[src/rtl/lsu_pkg.sv]
// lsu_pkg: size codes, FSM states, tracking entry and lane helpers for lsu_pipe.
// Build option LSU_MISALIGN_TRAP_EN is consumed by lsu_pipe.
package lsu_pkg;

   localparam logic [1:0] SZ_B = 2'b00;
   localparam logic [1:0] SZ_H = 2'b01;
   localparam logic [1:0] SZ_W = 2'b10;
   localparam logic [1:0] SZ_D = 2'b11;

   localparam logic [1:0] ST_IDLE  = 2'd0;
   localparam logic [1:0] ST_ISSUE = 2'd1;
   localparam logic [1:0] ST_STALL = 2'd2;

   typedef struct packed {
      logic       we;
      logic [1:0] size;
      logic       uns;
      logic [2:0] off;
   } trk_t;

   function automatic logic [3:0] size_bytes(logic [1:0] size);
      logic [3:0] n;
      unique case (size)
         SZ_B:    n = 4'd1;
         SZ_H:    n = 4'd2;
         SZ_W:    n = 4'd4;
         default: n = 4'd8;
      endcase
      return n;
   endfunction

   function automatic logic [7:0] be_mask(logic [1:0] size, logic [2:0] off);
      logic [7:0] m;
      unique case (size)
         SZ_B:    m = 8'h01;
         SZ_H:    m = 8'h03;
         SZ_W:    m = 8'h0F;
         default: m = 8'hFF;
      endcase
      return m << off;
   endfunction

   // Replicating the operand puts it on every lane, so any offset lines up.
   function automatic logic [63:0] store_lanes(logic [63:0] d, logic [1:0] size);
      logic [63:0] r;
      unique case (size)
         SZ_B:    r = {8{d[7:0]}};
         SZ_H:    r = {4{d[15:0]}};
         SZ_W:    r = {2{d[31:0]}};
         default: r = d;
      endcase
      return r;
   endfunction

   function automatic logic [63:0] load_extend(logic [63:0] d, logic [1:0] size,
                                               logic [2:0] off, logic uns);
      logic [63:0] s;
      logic [63:0] r;
      s = d >> {off, 3'b000};
      unique case (size)
         SZ_B:    r = {{56{s[7] & ~uns}}, s[7:0]};
         SZ_H:    r = {{48{s[15] & ~uns}}, s[15:0]};
         SZ_W:    r = {{32{s[31] & ~uns}}, s[31:0]};
         default: r = s;
      endcase
      return r;
   endfunction

endpackage

[src/rtl/lsu_track_fifo.sv]
// lsu_track_fifo: in-order queue of issued memory requests awaiting rvalid.
// A push and a pop in the same cycle are legal even when full.
module lsu_track_fifo #(
   parameter int DEPTH = 2,
   parameter int WIDTH = 8,
   parameter int CW    = $clog2(DEPTH + 1)
) (
   input  logic             clk,
   input  logic             rst_n,
   input  logic             push,
   input  logic [WIDTH-1:0] push_data,
   input  logic             pop,
   output logic [WIDTH-1:0] head,
   output logic             full,
   output logic             empty,
   output logic [CW-1:0]    count
);
   localparam int PW = (DEPTH > 1) ? $clog2(DEPTH) : 1;

   logic [WIDTH-1:0] ram [DEPTH];
   logic [PW-1:0]    rd_ptr;
   logic [PW-1:0]    wr_ptr;
   logic             do_push;
   logic             do_pop;

   assign full    = (count == CW'(DEPTH));
   assign empty   = (count == '0);
   assign do_pop  = pop & ~empty;
   assign do_push = push & (~full | do_pop);
   assign head    = ram[rd_ptr];

   always_ff @(posedge clk or negedge rst_n) begin
      if (!rst_n) begin
         rd_ptr <= '0;
         wr_ptr <= '0;
         count  <= '0;
         for (int i = 0; i < DEPTH; i++) ram[i] <= '0;
      end else begin
         if (do_push) begin
            ram[wr_ptr] <= push_data;
            wr_ptr <= (wr_ptr == PW'(DEPTH - 1)) ? '0 : wr_ptr + PW'(1);
         end
         if (do_pop)
            rd_ptr <= (rd_ptr == PW'(DEPTH - 1)) ? '0 : rd_ptr + PW'(1);
         unique case ({do_push, do_pop})
            2'b10:   count <= count + CW'(1);
            2'b01:   count <= count - CW'(1);
            default: count <= count;
         endcase
      end
   end

endmodule

[src/rtl/lsu_pipe.sv]
// lsu_pipe: load/store unit driving a req/gnt/rvalid data-memory port.
// Define LSU_MISALIGN_TRAP_EN to trap misaligned ops instead of aligning them.
module lsu_pipe
   import lsu_pkg::*;
#(
   parameter int XLEN        = 32,
   parameter int ADDR_W      = 32,
   parameter int OUTSTANDING = 2,
   parameter int RD_W        = 5
) (
   input  logic                clk,
   input  logic                rst_n,
   input  logic                req_valid,
   output logic                req_ready,
   input  logic                req_we,
   input  logic [1:0]          req_size,
   input  logic                req_unsigned,
   input  logic [ADDR_W-1:0]   req_addr,
   input  logic [XLEN-1:0]     req_wdata,
   input  logic [RD_W-1:0]     req_rd,
   output logic                mem_req,
   input  logic                mem_gnt,
   output logic                mem_we,
   output logic [ADDR_W-1:0]   mem_addr,
   output logic [XLEN/8-1:0]   mem_be,
   output logic [XLEN-1:0]     mem_wdata,
   input  logic                mem_rvalid,
   input  logic [XLEN-1:0]     mem_rdata,
   output logic                wb_valid,
   output logic [RD_W-1:0]     wb_rd,
   output logic [XLEN-1:0]     wb_data,
   output logic                lsu_busy,
   output logic                err_misalign
);
   localparam int NB    = XLEN / 8;
   localparam int OFF_W = $clog2(NB);
   localparam int TW    = $bits(trk_t) + RD_W;
   localparam int CW    = $clog2(OUTSTANDING + 1);

   logic [1:0]      state;
   logic [1:0]      state_nxt;
   logic            run;
   logic            rdy;
   logic            accept;
   logic            trap;
   logic            issue_ok;
   logic            gnt_fire;
   logic            pop_ok;
   logic [1:0]      sz_eff;
   logic [2:0]      off_raw;
   logic [2:0]      align_m;
   logic [2:0]      off_al;
   trk_t            r_trk;
   trk_t            hd_trk;
   logic [RD_W-1:0] r_rd;
   logic [RD_W-1:0] hd_rd;
   logic [TW-1:0]   head;
   logic            full;
   logic            empty;
   logic [CW-1:0]   count;
   logic [CW-1:0]   cnt_nxt;
   logic            full_nxt;

   assign sz_eff  = (XLEN == 32 && req_size == SZ_D) ? SZ_W : req_size;
   assign off_raw = 3'(req_addr[OFF_W-1:0]);
   assign align_m = 3'(size_bytes(sz_eff) - 4'd1);
   assign off_al  = off_raw & ~align_m;

`ifdef LSU_MISALIGN_TRAP_EN
   assign trap = |(off_raw & align_m);
`else
   assign trap = 1'b0;
`endif

   assign accept   = req_valid & req_ready;
   assign issue_ok = accept & ~trap;
   assign gnt_fire = (state == ST_ISSUE) & mem_gnt;
   assign pop_ok   = mem_rvalid & ~empty;
   assign mem_req  = (state == ST_ISSUE);
   assign lsu_busy = (state != ST_IDLE) | (count != '0);

   assign {hd_trk, hd_rd} = head;

   lsu_track_fifo #(
      .DEPTH (OUTSTANDING),
      .WIDTH (TW),
      .CW    (CW)
   ) u_trk (
      .clk       (clk),
      .rst_n     (rst_n),
      .push      (gnt_fire),
      .push_data ({r_trk, r_rd}),
      .pop       (mem_rvalid),
      .head      (head),
      .full      (full),
      .empty     (empty),
      .count     (count)
   );

   always_comb begin
      cnt_nxt = count;
      if (gnt_fire && !pop_ok)
         cnt_nxt = count + CW'(1);
      else if (!gnt_fire && pop_ok)
         cnt_nxt = count - CW'(1);
   end

   assign full_nxt = (cnt_nxt == CW'(OUTSTANDING));

   // Ready during a grant lets the next op land without a bubble.
   always_comb begin
      rdy = 1'b0;
      unique case (state)
         ST_IDLE:  rdy = ~full;
         ST_ISSUE: rdy = mem_gnt & ~full_nxt;
         default:  rdy = 1'b0;
      endcase
   end

   assign req_ready = run & rdy;

   always_comb begin
      state_nxt = state;
      unique case (state)
         ST_IDLE:
            if (issue_ok) state_nxt = ST_ISSUE;
         ST_ISSUE:
            if (mem_gnt) begin
               if (full_nxt)      state_nxt = ST_STALL;
               else if (issue_ok) state_nxt = ST_ISSUE;
               else               state_nxt = ST_IDLE;
            end
         ST_STALL:
            if (pop_ok) state_nxt = ST_IDLE;
         default:
            state_nxt = ST_IDLE;
      endcase
   end

   always_ff @(posedge clk or negedge rst_n) begin
      if (!rst_n) begin
         state <= ST_IDLE;
         run   <= 1'b0;
      end else begin
         state <= state_nxt;
         run   <= 1'b1;
      end
   end

   always_ff @(posedge clk or negedge rst_n) begin
      if (!rst_n) begin
         mem_we    <= 1'b0;
         mem_addr  <= '0;
         mem_be    <= '0;
         mem_wdata <= '0;
         r_trk     <= '0;
         r_rd      <= '0;
      end else if (issue_ok) begin
         mem_we    <= req_we;
         mem_addr  <= {req_addr[ADDR_W-1:OFF_W], {OFF_W{1'b0}}};
         mem_be    <= NB'(be_mask(sz_eff, off_al));
         mem_wdata <= XLEN'(store_lanes(64'(req_wdata), sz_eff));
         r_trk     <= '{we: req_we, size: sz_eff, uns: req_unsigned, off: off_al};
         r_rd      <= req_rd;
      end
   end

   always_ff @(posedge clk or negedge rst_n) begin
      if (!rst_n) begin
         wb_valid     <= 1'b0;
         wb_rd        <= '0;
         wb_data      <= '0;
         err_misalign <= 1'b0;
      end else begin
         err_misalign <= accept & trap;
         wb_valid     <= pop_ok & ~hd_trk.we;
         if (pop_ok && !hd_trk.we) begin
            wb_rd   <= hd_rd;
            wb_data <= XLEN'(load_extend(64'(mem_rdata), hd_trk.size,
                                         hd_trk.off, hd_trk.uns));
         end
      end
   end

endmodule

[config.mk]
export PLATFORM = sky130hd
export DESIGN_NAME = lsu_pipe
export DESIGN_NICKNAME = d
export VERILOG_FILES = /design/src/rtl/lsu_pkg.sv /design/src/rtl/lsu_track_fifo.sv /design/src/rtl/lsu_pipe.sv
export SDC_FILE = /design/constraint.sdc
export NUM_CORES = 1
export LEC_CHECK = 0
export ABC_AREA = 0
export BUFFER_PORTS_ARGS = -buffer_cell sky130_fd_sc_hd__buf_2
export CAP_MARGIN = 10
export CORE_MARGIN = 4
export CORE_UTILIZATION = 31
export CTS_CLUSTER_SIZE = 10
export DETAILED_ROUTE_END_ITERATION = 10
export GPL_TIMING_DRIVEN = 0
export PLACE_DENSITY = 0.61
export SKIP_CTS_REPAIR_TIMING = 1
export SLEW_MARGIN = 0
export SYNTH_ARGS = -nofsm -noshare
export SYNTH_HDL_FRONTEND = slang
export SYNTH_SLANG_ARGS = --single-unit
[constraint.sdc]
create_clock -name clk -period 2.7 [get_ports clk]
set_input_delay 0 -clock clk [delete_from_list [all_inputs] [get_ports clk]]
set_output_delay 0 -clock clk [all_outputs]
set_load 0.01 [all_outputs]
# After elaboration in Yosys (flattened, before gate mapping)
# Cells that the tools add are included.
classes:
  muxes: 24
  shift: 2
  mul: 0
  magnitude_cmp: 3
  div: 0
  eq_ne: 14
  n_bitwise: 20
  n_addsub: 5
  n_reduce_logical: 15
ops:
  columns: ["cell", "count"]
  rows:
  - ["$pmux 32 s3", 2]
  - ["$mux 12", 4]
  - ["$shr 32x6->32", 1]
  - ["$bwmux 24", 1]
  - ["$pmux 8 s3", 1]
  - ["$eq 2x2->1 const B", 7]
  - ["$mux 2", 7]
  - ["$demux 12 s1", 1]
  - ["$and 1x1->1", 9]
  - ["$pmux 3 s3", 1]
  - ["$eq 2x1->1 const B", 4]
  - ["$logic_not 2->1", 4]
  - ["$mux 8", 1]
  - ["$shl 8x3->4", 1]
  - ["$pmux 2 s3", 1]
  - ["$reduce_bool 2->1", 3]
  - ["$not 1->1", 5]
  - ["$ge 2x2->1 const B", 2]
  - ["$logic_and 1x1->1", 4]
  - ["$ne 2x2->1 const B", 2]
  - ["$not 1->2", 2]
  - ["$pmux 2 s2", 1]
  - ["$and 2x3->3", 1]
  - ["$logic_not 1->1", 3]
  - ["other kinds (11)", 15]
word_totals:
  memories: 0
  regBits: 147
  latch_bits: 0
  wordCells: 101
  mem_bits_rw: 0
  inputBits: 110
  mem_bits_ro: 0

# Logic depth before layout (Yosys ltp)
# Gate-level depths: netlist of run 1.
logic_depth:
  depth_word: 16
  mapped_depth: 10
  mapped_depth_nobuf: 7

# Modules after synthesis
# Synthesis of run 1 repeated with hierarchy kept, for this count alone.
hier_totals:
  hier_cells: 533
  area_unflattened_um2: 6887.9
by_module_without_submodules:
  columns: ["module", "instances", "cells_each", "seq_area_each_um2", "area_each_um2"]
  rows:
  - ["lsu_pipe", 1, 451, 2952.8, 5560.3]
  - ["lsu_track_fifo", 1, 82, 700.7, 1327.5]

# Worst setup path before layout of run 1
# OpenSTA, ideal clock, no wires.
synth_path:
  path_kind: "register to register"
  from: "register u_trk.count[0]"
  to: "register mem_addr[10]"
  arrival_time_ps: 2048
  path_stages_with_launch: 9
  setup_time_ps: 125
  path_buffers: 2
  slack_ps: 527
  cell_sequence: "dfrtp_1 > inv_1 > ha_1 > nand2b_1 > clkbuf_2 > a311oi_2 > o2111ai_4 > buf_6 > mux2_4"
synth_via:
  elab_chain_len: 12
  word_cells_on_any_way: 18
synth_rtl:
  columns: ["element", "line", "rtl"]
  rows:
  - ["from (decl)", "lsu_track_fifo.sv:16", "output logic [CW-1:0] count"]
  - ["from (signal assigned)", "lsu_track_fifo.sv:46", "2'b10: count <= count + CW'(1);"]
  - ["from (signal assigned)", "lsu_track_fifo.sv:47", "2'b01: count <= count - CW'(1);"]
  - ["from (signal assigned)", "lsu_track_fifo.sv:48", "default: count <= count;"]
  - ["$logic_not 2->1", "lsu_track_fifo.sv:27", "assign empty = (count == '0);"]
  - ["$not 1->1", "lsu_pipe.sv:78", "assign pop_ok = mem_rvalid & ~empty;"]
  - ["$and 1x1->1", "lsu_pipe.sv:78", null]
  - ["$logic_and 1x1->1 or $logic_not 1->1 (tied branches)", "lsu_pipe.sv:104, lsu_pipe.sv:102", null]
  - ["$mux 2 or $logic_and 1x1->1 (tied branches)", "lsu_pipe.sv:104, lsu_pipe.sv:102", null]
  - ["$mux 2", "lsu_pipe.sv:102", "if (gnt_fire && !pop_ok)"]
  - ["$eq 2x2->1", "lsu_pipe.sv:108", "assign full_nxt = (cnt_nxt == CW'(OUTSTANDING));"]
  - ["$not 1->1", "lsu_pipe.sv:115", "ST_ISSUE: rdy = mem_gnt & ~full_nxt;"]
  - ["$and 1x1->1", "lsu_pipe.sv:115", null]
  - ["$pmux 1 s2 *", "lsu_pipe.sv:113", "unique case (state)"]
  - ["$and 1x1->1 *", "lsu_pipe.sv:120", "assign req_ready = run & rdy;"]
  - ["$and 1x1->1 *", "lsu_pipe.sv:75", "assign accept = req_valid & req_ready;"]
  - ["to (signal assigned)", "lsu_pipe.sv:160", "mem_addr <= {req_addr[ADDR_W-1:OFF_W], {OFF_W{1'b0}}};"]
  - ["to (decl)", "lsu_pipe.sv:24", "output logic [ADDR_W-1:0] mem_addr,"]
# Every way passes the cells marked *; elsewhere a longest branch is shown, timed or not.
# A chain may end at the register's enable or synchronous reset.

# Worst setup path after layout of run 1
layout_path:
  from: "register u_trk.count[0]"
  to: "register mem_wdata[17]"
layout_via:
  elab_chain_len: 12
  word_cells_on_any_way: 18
layout_rtl:
  columns: ["element", "line", "rtl"]
  rows:
  - ["$logic_not 2->1", "lsu_track_fifo.sv:27", null]
  - ["$not 1->1", "lsu_pipe.sv:78", null]
  - ["$and 1x1->1", "lsu_pipe.sv:78", null]
  - ["$logic_and 1x1->1 or $logic_not 1->1 (tied branches)", "lsu_pipe.sv:104, lsu_pipe.sv:102", null]
  - ["$mux 2 or $logic_and 1x1->1 (tied branches)", "lsu_pipe.sv:104, lsu_pipe.sv:102", null]
  - ["$mux 2", "lsu_pipe.sv:102", null]
  - ["$eq 2x2->1", "lsu_pipe.sv:108", null]
  - ["$not 1->1", "lsu_pipe.sv:115", null]
  - ["$and 1x1->1", "lsu_pipe.sv:115", null]
  - ["$pmux 1 s2 *", "lsu_pipe.sv:113", null]
  - ["$and 1x1->1 *", "lsu_pipe.sv:120", null]
  - ["$and 1x1->1 *", "lsu_pipe.sv:75", null]
  - ["to (signal assigned)", "lsu_pipe.sv:162", "mem_wdata <= XLEN'(store_lanes(64'(req_wdata), sz_eff));"]
  - ["to (decl)", "lsu_pipe.sv:26", "output logic [XLEN-1:0] mem_wdata,"]
# Marked as above.

==> Flow_metrics.wiki, run 1 <==
{| class="wikitable"
! Metric !! Value
|-
| Area enclosed by the die boundary || 24100 µm²
|-
| Largest incremental delay on the critical path || 0.44 ns
|-
| Initial core utilization || 31.7%
|-
| Register area || 3600 µm²
|-
| Die height || 155 µm
|-
| I/O Pins || 221
|-
| Arrival time at the worst endpoint || 2.82 ns
|-
| Post-layout worst setup margin || 0.178 ns
|-
| Worst Setup Path Type || reg2reg
|-
| Gate count after technology mapping || 542
|-
| Final critical path time including I/O delays and setup || 2.52 ns
|-
| Max-cap check violation count || 0
|-
| CTS Buffer Depth || 2
|-
| Hold/Removal Path Class || in2reg
|-
| Peak supply drop || 0.608 mV
|-
| Most frequently used flop master after synthesis || sky130_fd_sc_hd__dfrtp_1
|-
| Total detailed-routing wirelength || 20000 µm
|-
| Detailed placer's ending HPWL || 13700 µm
|-
| Cell chain of the critical path || inv_1 -> ha_1 -> nand2b_1 -> clkbuf_2 -> a311oi_2 -> o2111ai_4 -> buf_6 -> buf_6 -> nand2_1 -> o21ai_0
|-
| Number of enable-type register cells in the synthesized netlist || 0
|-
| Largest net degree at the start of global routing || 80
|-
| Die span in x || 155 µm
|-
| Outcome || completed
|-
| Clock insertion delay at the later pin of the skew report || 0.43 ns
|-
| Critical path capture point type || register
|-
| Antenna cells || 0
|-
| Area of the mapped netlist || 6710 µm²
|-
| Cell with the most instances on the worst path || sky130_fd_sc_hd__buf_6
|-
| Via count normalized by instance count || 4.62
|-
| Total power per unit cell area || 1140 nW/µm²
|-
| Area fraction of the dominant cell type after synthesis || 53.7%
|-
| Unique cell type count in the Yosys netlist || 45
|-
| Antenna Violating Nets Remaining || 0
|-
| Hold Vio Cnt, Final || 0
|-
| Vias in the first global route || 5180
|-
| Number of buffer and inverter instances along the worst setup path || 4
|-
| Total leakage power || 0.00482 µW
|-
| Post-synth ARST share || 100%
|-
| Total DRC errors in the routed layout || 0
|-
| Mean area per synthesized cell || 12.4 µm²
|-
| Crit path required time || 2.99 ns
|-
| CTS tree || done
|-
| Via count || 5367
|-
| Pre-CTS setup slack || 0.158 ns
|-
| FF+latch count, synth || 144
|-
| Worst Skew || 0.00756 ns
|-
| Antenna violations before repair || 0
|-
| Cell Rows || 53
|-
| Clock tree sinks || 144
|-
| Top area cells in the synthesized netlist || sky130_fd_sc_hd__dfrtp_1 54%, sky130_fd_sc_hd__mux2_4 11%, sky130_fd_sc_hd__mux2i_1 9.1%
|-
| Achievable frequency || 396 MHz
|-
| Fraction of the cycle the final worst path needs || 93.4%
|-
| Critical Path Slowest Stage Cell || sky130_fd_sc_hd__dfrtp_1
|-
| Wire length of the first global-routing pass || 28700 µm
|-
| Root Buffer Master || sky130_fd_sc_hd__clkbuf_16
|-
| Delay-heaviest family, CP || compound AO/OA/AOI/OAI gates
|-
| Fraction of layout instances using a drive strength above 1 || 39.8%
|-
| Total design power || 11000 µW
|-
| Sequential share of the synthesized area || 53.7%
|-
| TNS Setup || 0 ns
|-
| Synth Warn # || 0
|-
| Nets@finish || 987
|-
| Worst slew slack as a fraction of its limit || 34.2%
|-
| Transition time of the tightest slew-check pin || 0.983 ns
|-
| Maximum fanout along the worst path || 10
|-
| Filler cell count in the final layout || 1950
|-
| Final Util || 45.9%
|-
| Slew Viols, Final || 0
|-
| Average detailed-routed wire length per instance || 17.2 µm
|-
| Multi-input combinational cell area || 2880 µm²
|-
| Post-CTS clock slew at the launch and capture registers of the worst setup and hold paths || 0.07 ns
|-
| Cell taking the most area after synthesis || sky130_fd_sc_hd__dfrtp_1
|-
| Area of the placeable core || 21200 µm²
|-
| Port Buffer Count || 216
|-
| GRT Overall Usage || 15.2%
|-
| H-tree levels || 4
|-
| Aggregate global routing overflow || 0
|-
| Worst setup SP type || register
|-
| RSZ-0062 raised after global routing || false
|-
| DRC violation total after the first TritonRoute iteration || 173
|-
| Area growth from synthesis to layout || 44.6%
|-
| Final weighted congestion in routability-driven placement || 0.815
|-
| Final setup violation count || 0
|-
| Number of CTS-inserted buffers || 17
|-
| Pre-Repair DR Iteration Count || 4
|-
| Final Hold Slack || 0.00105 ns
|}
## cell type report
type | instances | share of cell area (%)
Sequential cell | 144 | 37.1
Clock buffer | 17 | 4.38
Tap cell | 275 | 3.55
Clock inverter | 15 | 1.68
Timing Repair Buffer | 311 | 21.2
Inverter | 8 | 0.309
Multi-Input combinational cell | 359 | 29.6
Buffer | 33 | 2.14
## placed cells by master (no fill, tap or decap), types with 7 or more instances in the layout
cell type                         n
sky130_fd_sc_hd__buf_2          221
sky130_fd_sc_hd__dfrtp_1        144
sky130_fd_sc_hd__dlygate4sd3_1   94
sky130_fd_sc_hd__mux2i_1         61
sky130_fd_sc_hd__nand2_1         53
sky130_fd_sc_hd__mux2_4          48
sky130_fd_sc_hd__nor2_1          45
sky130_fd_sc_hd__a21oi_1         33
sky130_fd_sc_hd__o21ai_0         32
sky130_fd_sc_hd__mux2_2          29
sky130_fd_sc_hd__clkbuf_16       17
sky130_fd_sc_hd__clkbuf_1        14
sky130_fd_sc_hd__buf_6            9
sky130_fd_sc_hd__inv_1            8
sky130_fd_sc_hd__o22a_1           8
sky130_fd_sc_hd__o2bb2ai_1        7
sky130_fd_sc_hd__inv_6            7
## cells by family after synthesis
logic type | Yosys count | synth area share, %
compound gates | 97 | 9.75
xor+xnor | 4 | 0.522
fa+ha+maj | 3 | 0.559
buf+inv | 41 | 3.54
flops | 144 | 53.7
mux | 139 | 24.9
other cells | 2 | 0.112
simple gates | 112 | 6.90
## cell usage after synthesis, types with 3 or more instances
cell type,count
sky130_fd_sc_hd__a21oi_1,33
sky130_fd_sc_hd__buf_2,6
sky130_fd_sc_hd__buf_4,4
sky130_fd_sc_hd__buf_6,8
sky130_fd_sc_hd__clkbuf_1,14
sky130_fd_sc_hd__dfrtp_1,144
sky130_fd_sc_hd__ha_1,3
sky130_fd_sc_hd__inv_1,8
sky130_fd_sc_hd__mux2_2,29
sky130_fd_sc_hd__mux2_4,48
sky130_fd_sc_hd__mux2i_1,61
sky130_fd_sc_hd__nand2_1,53
sky130_fd_sc_hd__nor2_1,45
sky130_fd_sc_hd__nor2b_1,3
sky130_fd_sc_hd__o21ai_0,32
sky130_fd_sc_hd__o22a_1,8
sky130_fd_sc_hd__o2bb2ai_1,7
sky130_fd_sc_hd__xnor2_1,4
## worst reg2reg max path: stages (launching register included)
cell	delay [ns]
sky130_fd_sc_hd__dfrtp_1	0.44
sky130_fd_sc_hd__inv_1	0.09
sky130_fd_sc_hd__ha_1	0.23
sky130_fd_sc_hd__nand2b_1	0.14
sky130_fd_sc_hd__clkbuf_2	0.19
sky130_fd_sc_hd__a311oi_2	0.42
sky130_fd_sc_hd__o2111ai_4	0.29
sky130_fd_sc_hd__buf_6	0.27
sky130_fd_sc_hd__buf_6	0.15
sky130_fd_sc_hd__nand2_1	0.08
sky130_fd_sc_hd__o21ai_0	0.09
## power breakdown
part / switching [µW] / internal (µW) / leakage, µW
clock network: 1060 / 1320 / 0.000292
logic: 2390 / 2360 / 0.00280
registers: 654 / 3230 / 0.00173
total: 4110 / 6910 / 0.00482
## per-stage QoR
stage,cells,instance area (µm²)
after floorplan,544,6720
after global placement,1035,8140
after detailed placement,1036,8180
after CTS,1068,8760
after global routing,1162,9710
final,1162,9710
## per-layer routing
layer	vias to the layer above	wire length (µm)	track usage, %
li1	2554	-	-
met1	2611	8670	20.1
met2	176	9570	23.4
met3	26	1400	5.73
met4	0	317	4.67
met5	-	0	0
## state kept, by name, indices dropped and copies added (netlist names)
signal,cells
mem_addr,30
mem_be,4
mem_wdata,32
r_rd,5
r_trk,6
run,1
state,2
u_trk.count,2
u_trk.ram,22
u_trk.rd_ptr,1
u_trk.wr_ptr,1
wb_data,32
wb_rd,5
wb_valid,1
## worst paths after layout
| check | start | end | slack (ns) | depth (start not counted) |
|---|---|---|---|---|
| worst max-delay path | u_trk.count[0] | mem_wdata[17] | 0.18 | 10 |
| worst min-delay path | mem_rdata[23] | wb_data[23] | 0.001 | 4 |
| worst max register to register | u_trk.count[0] | mem_wdata[17] | 0.18 | 10 |
| worst min register to register | mem_wdata[8] | mem_wdata[8] | 0.48 | 2 |
| max in group asynchronous | rst_n | u_trk.ram[5] | 1.72 | 3 |
| min in group asynchronous | rst_n | mem_addr[20] | 0.12 | 2 |
Note: power is estimated with default switching activity, not from simulation.
==> inputs of run 2 (changes only) <==
SLEW_MARGIN = 20   (was 0)
SYNTH_HIERARCHICAL = 1   (was unset)
==> run 2 against run 1 <==
The flow now finishes with violations (negative hold slack). Clock-buffer cell count grew 1. Clock power barely moved. Via count shrank 1.9%. Die area up 2.5%. Synthesized cell count decreased by 1.7%. Setup slack improved by 0.025 ns. Global-route usage decreased by 0.50 points. Synthesized area is 2.6% higher. Critical path depth shrank 2. Core utilization shrank 0.98 points. Largest cell class unchanged. Highest routed layer unchanged.
==> Flow_metrics.wiki, run 2 <==
{| class="wikitable"
! Metric !! Value
|-
| Outcome || finished with violations
|-
| Die height || 157 µm
|-
| Slew Viols, Final || 0
|-
| Initial core utilization || 31.6%
|-
| GRT Overall Usage || 14.7%
|-
| Largest registers || mem_wdata x32, wb_data x32, mem_addr x30
|-
| DRC violation total after the first TritonRoute iteration || 177
|-
| Via count || 5263
|-
| Top area cells in the synthesized netlist || sky130_fd_sc_hd__dfrtp_1 53%, sky130_fd_sc_hd__mux2_2 17%, sky130_fd_sc_hd__mux2_4 7.8%
|-
| Pre-Repair DR Iteration Count || 6
|-
| Total detailed-routing wirelength || 18900 µm
|-
| Arrival time at the worst endpoint || 2.80 ns
|-
| Critical path capture point type || register
|-
| Antenna Violating Nets Remaining || 0
|-
| Fraction of the cycle the final worst path needs || 92.5%
|-
| Hold Vio Cnt, Final || 2
|-
| Max-cap check violation count || 0
|-
| Number of CTS-inserted buffers || 17
|-
| I/O Pins || 221
|-
| Worst Skew || 0.0105 ns
|-
| Vias in the first global route || 5311
|-
| Pre-CTS setup slack || -0.0760 ns
|-
| H-tree levels || 4
|-
| Clock insertion delay at the later pin of the skew report || 0.42 ns
|-
| Crit path required time || 3.00 ns
|-
| Critical path startpoint || u_trk/count[0]
|-
| Mean area per synthesized cell || 12.9 µm²
|-
| Gate count after technology mapping || 533
|-
| Area of the mapped netlist || 6890 µm²
|-
| Post-CTS clock slew at the launch and capture registers of the worst setup and hold paths || 0.06 ns
|-
| RSZ-0062 raised after global routing || false
|-
| R2R Path Start || u_trk/count[0]
|-
| Clock tree sinks || 146
|-
| Port Buffer Count || 217
|-
| Synth Warn # || 6
|-
| Worst Setup Path Type || reg2reg
|-
| Cell taking the most area after synthesis || sky130_fd_sc_hd__dfrtp_1
|-
| Detailed placer's ending HPWL || 13400 µm
|-
| Hold Startpoint || mem_rdata[18]
|-
| Total leakage power || 0.00471 µW
|-
| Root Buffer Master || sky130_fd_sc_hd__clkbuf_16
|-
| Largest net degree at the start of global routing || 95
|-
| Aggregate global routing overflow || 0
|-
| Nets@finish || 967
|-
| Area growth from synthesis to layout || 42.3%
|-
| Number of enable-type register cells in the synthesized netlist || 0
|-
| Area fraction of the dominant cell type after synthesis || 53.0%
|-
| Average detailed-routed wire length per instance || 16.5 µm
|-
| Via count normalized by instance count || 4.58
|-
| Sequential share of the synthesized area || 53.0%
|-
| Peak supply drop || 0.513 mV
|-
| Cell Rows || 54
|-
| Post-synth ARST share || 100%
|-
| Antenna cells || 0
|-
| Ranking of synthesized cells by instance count || 146 x sky130_fd_sc_hd__dfrtp_1, 105 x sky130_fd_sc_hd__mux2_2, 55 x sky130_fd_sc_hd__nand2_1
|-
| Hold/Removal Path Class || in2reg
|-
| Antenna violations before repair || 0
|-
| Wire length of the first global-routing pass || 28600 µm
|-
| Transition time of the tightest slew-check pin || 0.918 ns
|-
| Commonest cells after routing, fill and taps aside || 219 x sky130_fd_sc_hd__buf_2, 146 x sky130_fd_sc_hd__dfrtp_1, 105 x sky130_fd_sc_hd__mux2_2, 81 x sky130_fd_sc_hd__dlygate4sd3_1, 55 x sky130_fd_sc_hd__nand2_1
|-
| Area of the placeable core || 21800 µm²
|-
| Most frequently used flop master after synthesis || sky130_fd_sc_hd__dfrtp_1
|-
| Maximum fanout along the worst path || 10
|-
| FF+latch count, synth || 146
|-
| Unique cell type count in the Yosys netlist || 45
|-
| Final critical path time including I/O delays and setup || 2.50 ns
|-
| Most common cell after layout, fill and taps aside || sky130_fd_sc_hd__buf_2
|-
| Final Hold Slack || -0.0148 ns
|-
| Failing checks || negative hold slack
|-
| Total DRC errors in the routed layout || 0
|-
| Worst setup SP type || register
|-
| CTS Buffer Depth || 2
|-
| Fraction of layout instances using a drive strength above 1 || 48.3%
|-
| Final weighted congestion in routability-driven placement || 0.794
|-
| Achievable frequency || 400 MHz
|-
| Most repeated cell in the gate-level netlist after synthesis || sky130_fd_sc_hd__dfrtp_1
|-
| Post-layout worst setup margin || 0.203 ns
|-
| Total power per unit cell area || 1110 nW/µm²
|-
| Final setup violation count || 0
|-
| CTS tree || done
|-
| Area enclosed by the die boundary || 24700 µm²
|-
| Worst slew slack as a fraction of its limit || 38.6%
|-
| Die span in x || 157 µm
|}
## run 2: changes by cell type after synthesis, sizes merged, moves of 3 or more
| cell | previous run | this run |
|---|---|---|
| mux2 | 77 | 141 |
| o21ai | 32 | 22 |
| nor2 | 45 | 17 |
| a21oi | 34 | 17 |
| clkbuf | 15 | 12 |
| a22o | 0 | 7 |
| mux2i | 62 | 20 |
| o22a | 8 | 0 |
| nand2b | 2 | 12 |
| o21bai | 0 | 3 |
| o2bb2ai | 7 | 1 |
| a22oi | 0 | 17 |
## run 2: critical path, stage by stage, from the launching register on
cell and delay, ns:
sky130_fd_sc_hd__dfrtp_1 0.56, sky130_fd_sc_hd__inv_1 0.08, sky130_fd_sc_hd__ha_1 0.32, sky130_fd_sc_hd__a311oi_1 0.36, sky130_fd_sc_hd__o2111a_1 0.28, sky130_fd_sc_hd__buf_6 0.13
sky130_fd_sc_hd__buf_6 0.17, sky130_fd_sc_hd__buf_12 0.16, sky130_fd_sc_hd__mux2_4 0.30
## run 2: final timing paths
| path | slack, ns | cells past startpoint | endpoint |
|---|---|---|---|
| worst max-delay path | 0.20 | 8 | mem_addr[15] |
| worst min-delay path | -0.01 | 5 | wb_data[10] |
| worst max register to register | 0.20 | 8 | mem_addr[15] |
| worst min register to register | 0.48 | 2 | wb_rd[1] |
| max in group asynchronous | 1.82 | 3 | u_trk/ram[15] |
| min in group asynchronous | 0.08 | 2 | mem_addr[19] |
## run 2: routing by layer
layer  GRT usage [%]  wire length, µm  up-vias
li1                -                -     2522
met1            18.7             8100     2546
met2            24.5             9300      181
met3            5.09             1350       14
met4            3.36              177        0
met5               0                0        -
## run 2: kinds of logic (layout without fill, tap and decap cells)
group	after synthesis	after routing	synth area share [%]
buffers and inverters	41	372	3.65
AND/OR/NAND/NOR	101	101	7.18
multiplexers	161	161	27.9
adder cells (fa/ha/maj)	2	2	0.363
flip-flops	146	146	53.0
other	2	6	0.109
XOR/XNOR	5	5	0.636
AO/OA/AOI/OAI	75	75	7.10
## run 2: report_power, final
| part | total [µW] | internal, µW | switching, µW |
|---|---|---|---|
| clock network | 2370 | 1400 | 977 |
| registers | 3830 | 3230 | 597 |
| logic | 4630 | 2400 | 2230 |
| total | 10800 | 7030 | 3800 |
## run 2: metrics by stage
step | total power (µW) | util, % | area (µm²) | setup TNS, ns | cells
floorplan | 6810 | - | 6900 | 0 | 537
global placement | 8330 | 38.2 | 8340 | -89.72 | 1034
detailed placement | 8440 | 38.4 | 8380 | -0.652 | 1035
CTS | 10900 | 41.1 | 8980 | -0.926 | 1067
global route | 11600 | 44.9 | 9800 | 0 | 1148
finish | 10800 | 44.9 | 9800 | 0 | 1148
## run 2: area by class of cell
cell class	count	area [µm²]
inverter	9	33.8
clock inverter	14	154
buffer	31	216
timing repair buffer	300	1940
multi-input combinational	350	3010
fill	2024	12000
sequential	146	3650
tap	280	350
clock buffer	18	439
